==> src/rtl/bus_master_if.sv <==
// Per-master bus front end: converts local burst commands into arbiter
// request/lock signalling and pipelined address/data beats.
module bus_master_if #(
  parameter int unsigned AW       = 32,
  parameter int unsigned DW       = 32,
  parameter int unsigned ADDR_INC = 4
) (
  input  logic          CLK,
  input  logic          nRST,
  input  logic          CMD_VALID,
  output logic          CMD_READY,
  input  logic [AW-1:0] CMD_ADDR,
  input  logic          CMD_WR,
  input  logic [3:0]    CMD_LEN,
  input  logic          CMD_LOCK,
  input  logic [DW-1:0] WD_DATA,
  output logic          WD_REQ,
  output logic [DW-1:0] RD_DATA,
  output logic          RD_VALID,
  output logic          DONE,
  output logic          ERR,
  output logic          MxREQ,
  input  logic          AxGNT,
  output logic          MxTRANS,
  output logic [AW-1:0] MxADDR,
  output logic          MxWR,
  output logic          MxLK,
  output logic          MxLST,
  output logic [DW-1:0] MxWDATA,
  input  logic [DW-1:0] SxRDATA,
  input  logic          MsRDY,
  input  logic          MsERR
);

  localparam int unsigned RW = 5;

  typedef enum logic [2:0] {S_IDLE, S_REQ, S_ADDR, S_LASTD, S_HOLD} state_t;

  state_t        r_state, w_state_nxt;
  logic [AW-1:0] r_addr, w_addr_nxt;
  logic          r_wr, w_wr_nxt;
  logic          r_lock, w_lock_nxt;
  logic [RW-1:0] r_rem, w_rem_nxt;
  logic          r_req, w_req_nxt;
  logic          r_dph, w_dph_nxt;
  logic          r_done, w_done_nxt;
  logic          r_err, w_err_nxt;
  logic          r_wfirst, w_wfirst_nxt;
  logic [DW-1:0] r_wdata, w_wdata_nxt;

  logic w_dph_end;
  logic w_err;
  logic w_rd_ok;
  logic w_addr_acc;

  // A single MsRDY advances both the pending data phase and the current address phase
  assign w_dph_end  = r_dph & MsRDY;
  assign w_err      = w_dph_end & MsERR;
  assign w_rd_ok    = w_dph_end & ~MsERR & ~r_wr;
  assign w_addr_acc = (r_state == S_ADDR) & MsRDY & ~w_err;

  always_ff @(posedge CLK or negedge nRST) begin
    if (!nRST) begin
      r_state  <= S_IDLE;
      r_addr   <= '0;
      r_wr     <= 1'b0;
      r_lock   <= 1'b0;
      r_rem    <= '0;
      r_req    <= 1'b0;
      r_dph    <= 1'b0;
      r_done   <= 1'b0;
      r_err    <= 1'b0;
      r_wfirst <= 1'b0;
      r_wdata  <= '0;
    end else begin
      r_state  <= w_state_nxt;
      r_addr   <= w_addr_nxt;
      r_wr     <= w_wr_nxt;
      r_lock   <= w_lock_nxt;
      r_rem    <= w_rem_nxt;
      r_req    <= w_req_nxt;
      r_dph    <= w_dph_nxt;
      r_done   <= w_done_nxt;
      r_err    <= w_err_nxt;
      r_wfirst <= w_wfirst_nxt;
      r_wdata  <= w_wdata_nxt;
    end
  end

  always_comb begin
    w_state_nxt  = r_state;
    w_addr_nxt   = r_addr;
    w_wr_nxt     = r_wr;
    w_lock_nxt   = r_lock;
    w_rem_nxt    = r_rem;
    w_req_nxt    = r_req;
    w_dph_nxt    = r_dph & ~MsRDY;
    w_done_nxt   = 1'b0;
    w_err_nxt    = 1'b0;
    w_wfirst_nxt = 1'b0;
    w_wdata_nxt  = r_wfirst ? WD_DATA : r_wdata;

    unique case (r_state)
      S_IDLE: begin
        if (CMD_VALID) begin
          w_addr_nxt  = CMD_ADDR;
          w_wr_nxt    = CMD_WR;
          w_lock_nxt  = CMD_LOCK;
          w_rem_nxt   = RW'(CMD_LEN) + RW'(1);
          w_req_nxt   = 1'b1;
          w_state_nxt = S_REQ;
        end
      end
      S_REQ: begin
        w_req_nxt = 1'b1;
        if (AxGNT && MsRDY) w_state_nxt = S_ADDR;
      end
      S_ADDR: begin
        if (w_addr_acc) begin
          w_addr_nxt   = r_addr + AW'(ADDR_INC);
          w_rem_nxt    = r_rem - RW'(1);
          w_dph_nxt    = 1'b1;
          w_wfirst_nxt = r_wr;
          if (r_rem == RW'(1)) begin
            w_state_nxt = S_LASTD;
            w_req_nxt   = r_lock;
          end
        end
      end
      S_LASTD: begin
        if (w_dph_end && !MsERR) begin
          w_done_nxt  = 1'b1;
          w_state_nxt = r_lock ? S_HOLD : S_IDLE;
        end
      end
      S_HOLD: begin
        // Grant is retained while locked; skip arbitration if still granted
        if (CMD_VALID) begin
          w_addr_nxt  = CMD_ADDR;
          w_wr_nxt    = CMD_WR;
          w_lock_nxt  = CMD_LOCK;
          w_rem_nxt   = RW'(CMD_LEN) + RW'(1);
          w_state_nxt = AxGNT ? S_ADDR : S_REQ;
        end
      end
      default: w_state_nxt = S_IDLE;
    endcase

    // Slave error aborts the burst and releases the bus, including a held lock
    if (w_err) begin
      w_state_nxt  = S_IDLE;
      w_req_nxt    = 1'b0;
      w_lock_nxt   = 1'b0;
      w_dph_nxt    = 1'b0;
      w_wfirst_nxt = 1'b0;
      w_err_nxt    = 1'b1;
    end
  end

  assign CMD_READY = (r_state == S_IDLE) | (r_state == S_HOLD);
  assign MxREQ     = r_req;
  assign MxTRANS   = (r_state == S_ADDR);
  assign MxADDR    = r_addr;
  assign MxWR      = r_wr;
  assign MxLST     = (r_state == S_ADDR) & (r_rem == RW'(1));
  assign MxLK      = MxLST & r_lock;
  assign WD_REQ    = w_addr_acc & r_wr;
  assign MxWDATA   = r_wfirst ? WD_DATA : r_wdata;
  assign RD_VALID  = w_rd_ok;
  assign RD_DATA   = w_rd_ok ? SxRDATA : '0;
  assign DONE      = r_done;
  assign ERR       = r_err;

endmodule

==> config.mk <==
export PLATFORM = sky130hd
export DESIGN_NAME = bus_master_if
export DESIGN_NICKNAME = d
export VERILOG_FILES = /design/src/rtl/bus_master_if.sv
export SDC_FILE = /design/constraint.sdc
export NUM_CORES = 1
export LEC_CHECK = 0
export CORE_ASPECT_RATIO = 1.1
export CORE_MARGIN = 1.5
export CORE_UTILIZATION = 30
export CTS_BUF_LIST = sky130_fd_sc_hd__clkbuf_2 sky130_fd_sc_hd__clkbuf_4 sky130_fd_sc_hd__clkbuf_8
export DETAILED_ROUTE_END_ITERATION = 16
export HOLD_SLACK_MARGIN = 0.15
export SYNTH_ARGS = -nofsm -noshare
export SYNTH_HDL_FRONTEND = slang
export SYNTH_SLANG_ARGS = --single-unit
==> constraint.sdc <==
create_clock -name CLK -period 6.1 [get_ports CLK]
set_input_delay 1.525 -clock CLK [delete_from_list [all_inputs] [get_ports CLK]]
set_output_delay 1.525 -clock CLK [all_outputs]
set_load 0.02 [all_outputs]
==> flow_summary_export.csv <==
group,metric,value,unit
run_status,status,"complete, no violations",
cells_and_area,antennaDiodeCount,0,
critical_path,cp.arrival,3500,ps
routing,ant_nets,0,
logic_synthesis,avgSynthCellArea,9.61,um2
clock_tree,clk_pin_slew_worst_paths,70,ps
place,globalplace.congestion,0.824,
routing,dr.pass1.iters,5,
timing,fin_skew,8.85,ps
flow_run,maxCapViolations,0,
cells_and_area,finalNonFillerCells,840,
timing,period_share,82.3,%
logic_synthesis,ys.flop_type,"dfrtp_1",
timing,max_clock_freq,0.199,GHz
power_and_ir_drop,leakage,2.73,nW
place,dp_slack,1090,ps
critical_path,cpMostUsedCell,"clkdlybuf4s50_1",
logic_synthesis,synth_top_cell_area_share,45.8,%
cells_and_area,nets,759,
worst_hold_path,holdPathStages,2,
cells_and_area,utilization,49.0,%
cells_and_area,area_delta_synth_final,57.9,%
clock_tree,clk_latency,370,ps
floorplan,placementRows,45,
timing,rsz0062_at_grt,"false",
critical_path,cp.depth,6,
floorplan,die_area,0.0151,mm2
cells_and_area,mostFrequentLayoutCells,"clkdlybuf4s50_1, dfrtp_1, nand2_1",
logic_synthesis,ys_seq_elements,79,
global_routing,track_usage,19.0,%
logic_synthesis,syn_area,0.00432,mm2
critical_path,crit_buf_inv,3,
cells_and_area,final_common_cell,"clkdlybuf4s50_1",
timing,finalSetupViolCount,0,
clock_tree,htree_num_levels,3,
global_routing,grt_max_degree,80,
clock_tree,cts_sinks,79,
routing,dr.first_iter.drc_count,188,
logic_synthesis,async_flop_share,100,%
timing,maxSlewHeadroom,32.4,%
logic_synthesis,syn_inst,449,
critical_path,slowest_stage,"clkdlybuf4s50_1",
place,dpl.hpwl,10.4,mm
routing,wl_per_cell,16.9,um
global_routing,grt_pass1_wl,22.5,mm
timing,setup_slack,1080,ps
routing,vias_per_cell,5.12,
floorplan,start_util,31.0,%
floorplan,fp.dieH,129,um
timing,hold_viol,0,
timing,fin_crit,5020,ps
timing,tns,0,ps
critical_path,path_delay_family,"buffers and inverters",
clock_tree,numCtsBuffers,9,
power_and_ir_drop,ir_drop,0.000150,V
power_and_ir_drop,power,3.00,mW
logic_synthesis,synth_edf_count,0,
cells_and_area,n_fill_cell,1346,
routing,num_vias,4297,
critical_path,path_cells,"clkdlybuf4s50_1 -> nand2_1 -> nor3_2 -> buf_4 -> and2_1 -> clkdlybuf4s50_1",
logic_synthesis,ys_seq_area_share,45.8,%
floorplan,ios,214,
critical_path,slowest_delay,630,ps
global_routing,gr-total-overflow,0,
critical_path,crit_fanout,33,
clock_tree,clockRootBuffer,"clkbuf_8",
clock_tree,cts.path.max_buffers,2,
floorplan,core_area,0.0139,mm2
routing,drc,0,
clock_tree,cts_tree,"yes",
place,io_buffers,213,
worst_hold_path,hold_class,"reg -> reg",
floorplan,die_w,117,um
logic_synthesis,syn_nets,561,
timing,worstMarginPinSlew,1010,ps
critical_path,path_class,"in -> out",
critical_path,start_kind,"input pin",
place,post-place-cells,824,
logic_synthesis,synth_area_leaders,"dfrtp_1, mux2_2, and2_1",
cells_and_area,drive_gt1_share,11.2,%
power_and_ir_drop,p_per_area,440,mW/mm2
logic_synthesis,yosysWarningCount,0,
critical_path,cp_data_required_time,4580,ps
logic_synthesis,yosysUniqueCellTypes,62,
critical_path,endpoint_kind,"output pin",
critical_path,reg2regPathDepth,7,
timing,slew_violations,0,
clock_tree,postCtsHoldBufs,0,
global_routing,antenna_found_initial,0,
routing,wirelength,14.2,mm
global_routing,grt_pass1_vias,4267,
clock_tree,cts_resized,0,
clock_tree,post-cts-setup-buffers,0,
logic_synthesis,synth_top_area_cell,"dfrtp_1",
## per-stage QoR
step                      area (um2)  hold slack (ps)
after floorplan                 4320              486
after global placement          6580              465
after detailed placement        6580              468
after CTS                       6810              487
after global routing            6820              514
final                           6820              477
## flip-flops by register name, summed over array words and instances, names as in the netlist, 3 cells and up
name / cells
MxADDR: 32
r_wdata: 32
r_state: 3
r_rem: 5
## per-layer routing
layer  GRT usage (%)  up-vias  wire length (um)
met2            32.0      185              7010
li1                -     2022                 -
met1            23.5     2075              5980
met5               0        -                 0
met3            5.05       15               967
met4            7.33        0               241
## tightest hold or removal path: cells and delay by family (launching register included)
kind | cells | cell delay (ps)
flip-flops | 1 | 350
AND/OR/NAND/NOR | 2 | 100
## cells in the mapped netlist (7+ instances only)
cell type and instances:
a21oi_1 29, nand4_1 12, nor2_1 32, and2_1 37
a311oi_1 7, mux2_2 32, nor4_1 7, o21ai_0 28
nand2_1 40, nand3_1 15, dfrtp_1 79, nor3_1 11
clkbuf_1 20
## worst paths after layout
check	startpoint	to	slack, ps
worst min register to register	MxADDR[1]$_DFFE_PN0P_	MxADDR[1]$_DFFE_PN0P_	480
max in group asynchronous	nRST	r_wfirst$_DFF_PN0_	4070
worst min-delay path	MxADDR[1]$_DFFE_PN0P_	MxADDR[1]$_DFFE_PN0P_	480
worst max-delay path	MsRDY	RD_DATA[29]	1080
min in group asynchronous	nRST	r_wdata[5]$_DFF_PN0_	1320
worst max register to register	r_state[0]$_DFFE_PN0P_	MxADDR[26]$_DFFE_PN0P_	3330
## report_power, final
group          leakage (nW)  switching (mW)  internal [mW]  total, mW
Sequential            0.958           0.232          0.749      0.981
Clock                 0.120           0.194          0.262      0.455
Combinational          1.65           0.819          0.746       1.57
Total                  2.73            1.24           1.76       3.00
## cell type report
cell class / instances / area, um2 / area share (%)
Inverter: 6 / 22.5 / 0.330
Timing Repair Buffer: 220 / 2180 / 32.0
Clock buffer: 13 / 166 / 2.44
Clock inverter: 3 / 65.1 / 0.955
Sequential cell: 79 / 1980 / 29.0
Multi-Input combinational cell: 331 / 2170 / 31.8
Tap cell: 188 / 235 / 3.45
## cell families (layout without fill, tap and decap cells)
family,Yosys count,after routing,synth area share [%]
compound gates,105,105,15.4
xor+xnor,2,2,0.406
fa+ha+maj,4,4,1.16
buf+inv,39,242,4.52
flops,79,79,45.8
mux,35,35,9.05
simple gates,185,185,23.7
Note: power is estimated with default switching activity, not from simulation.
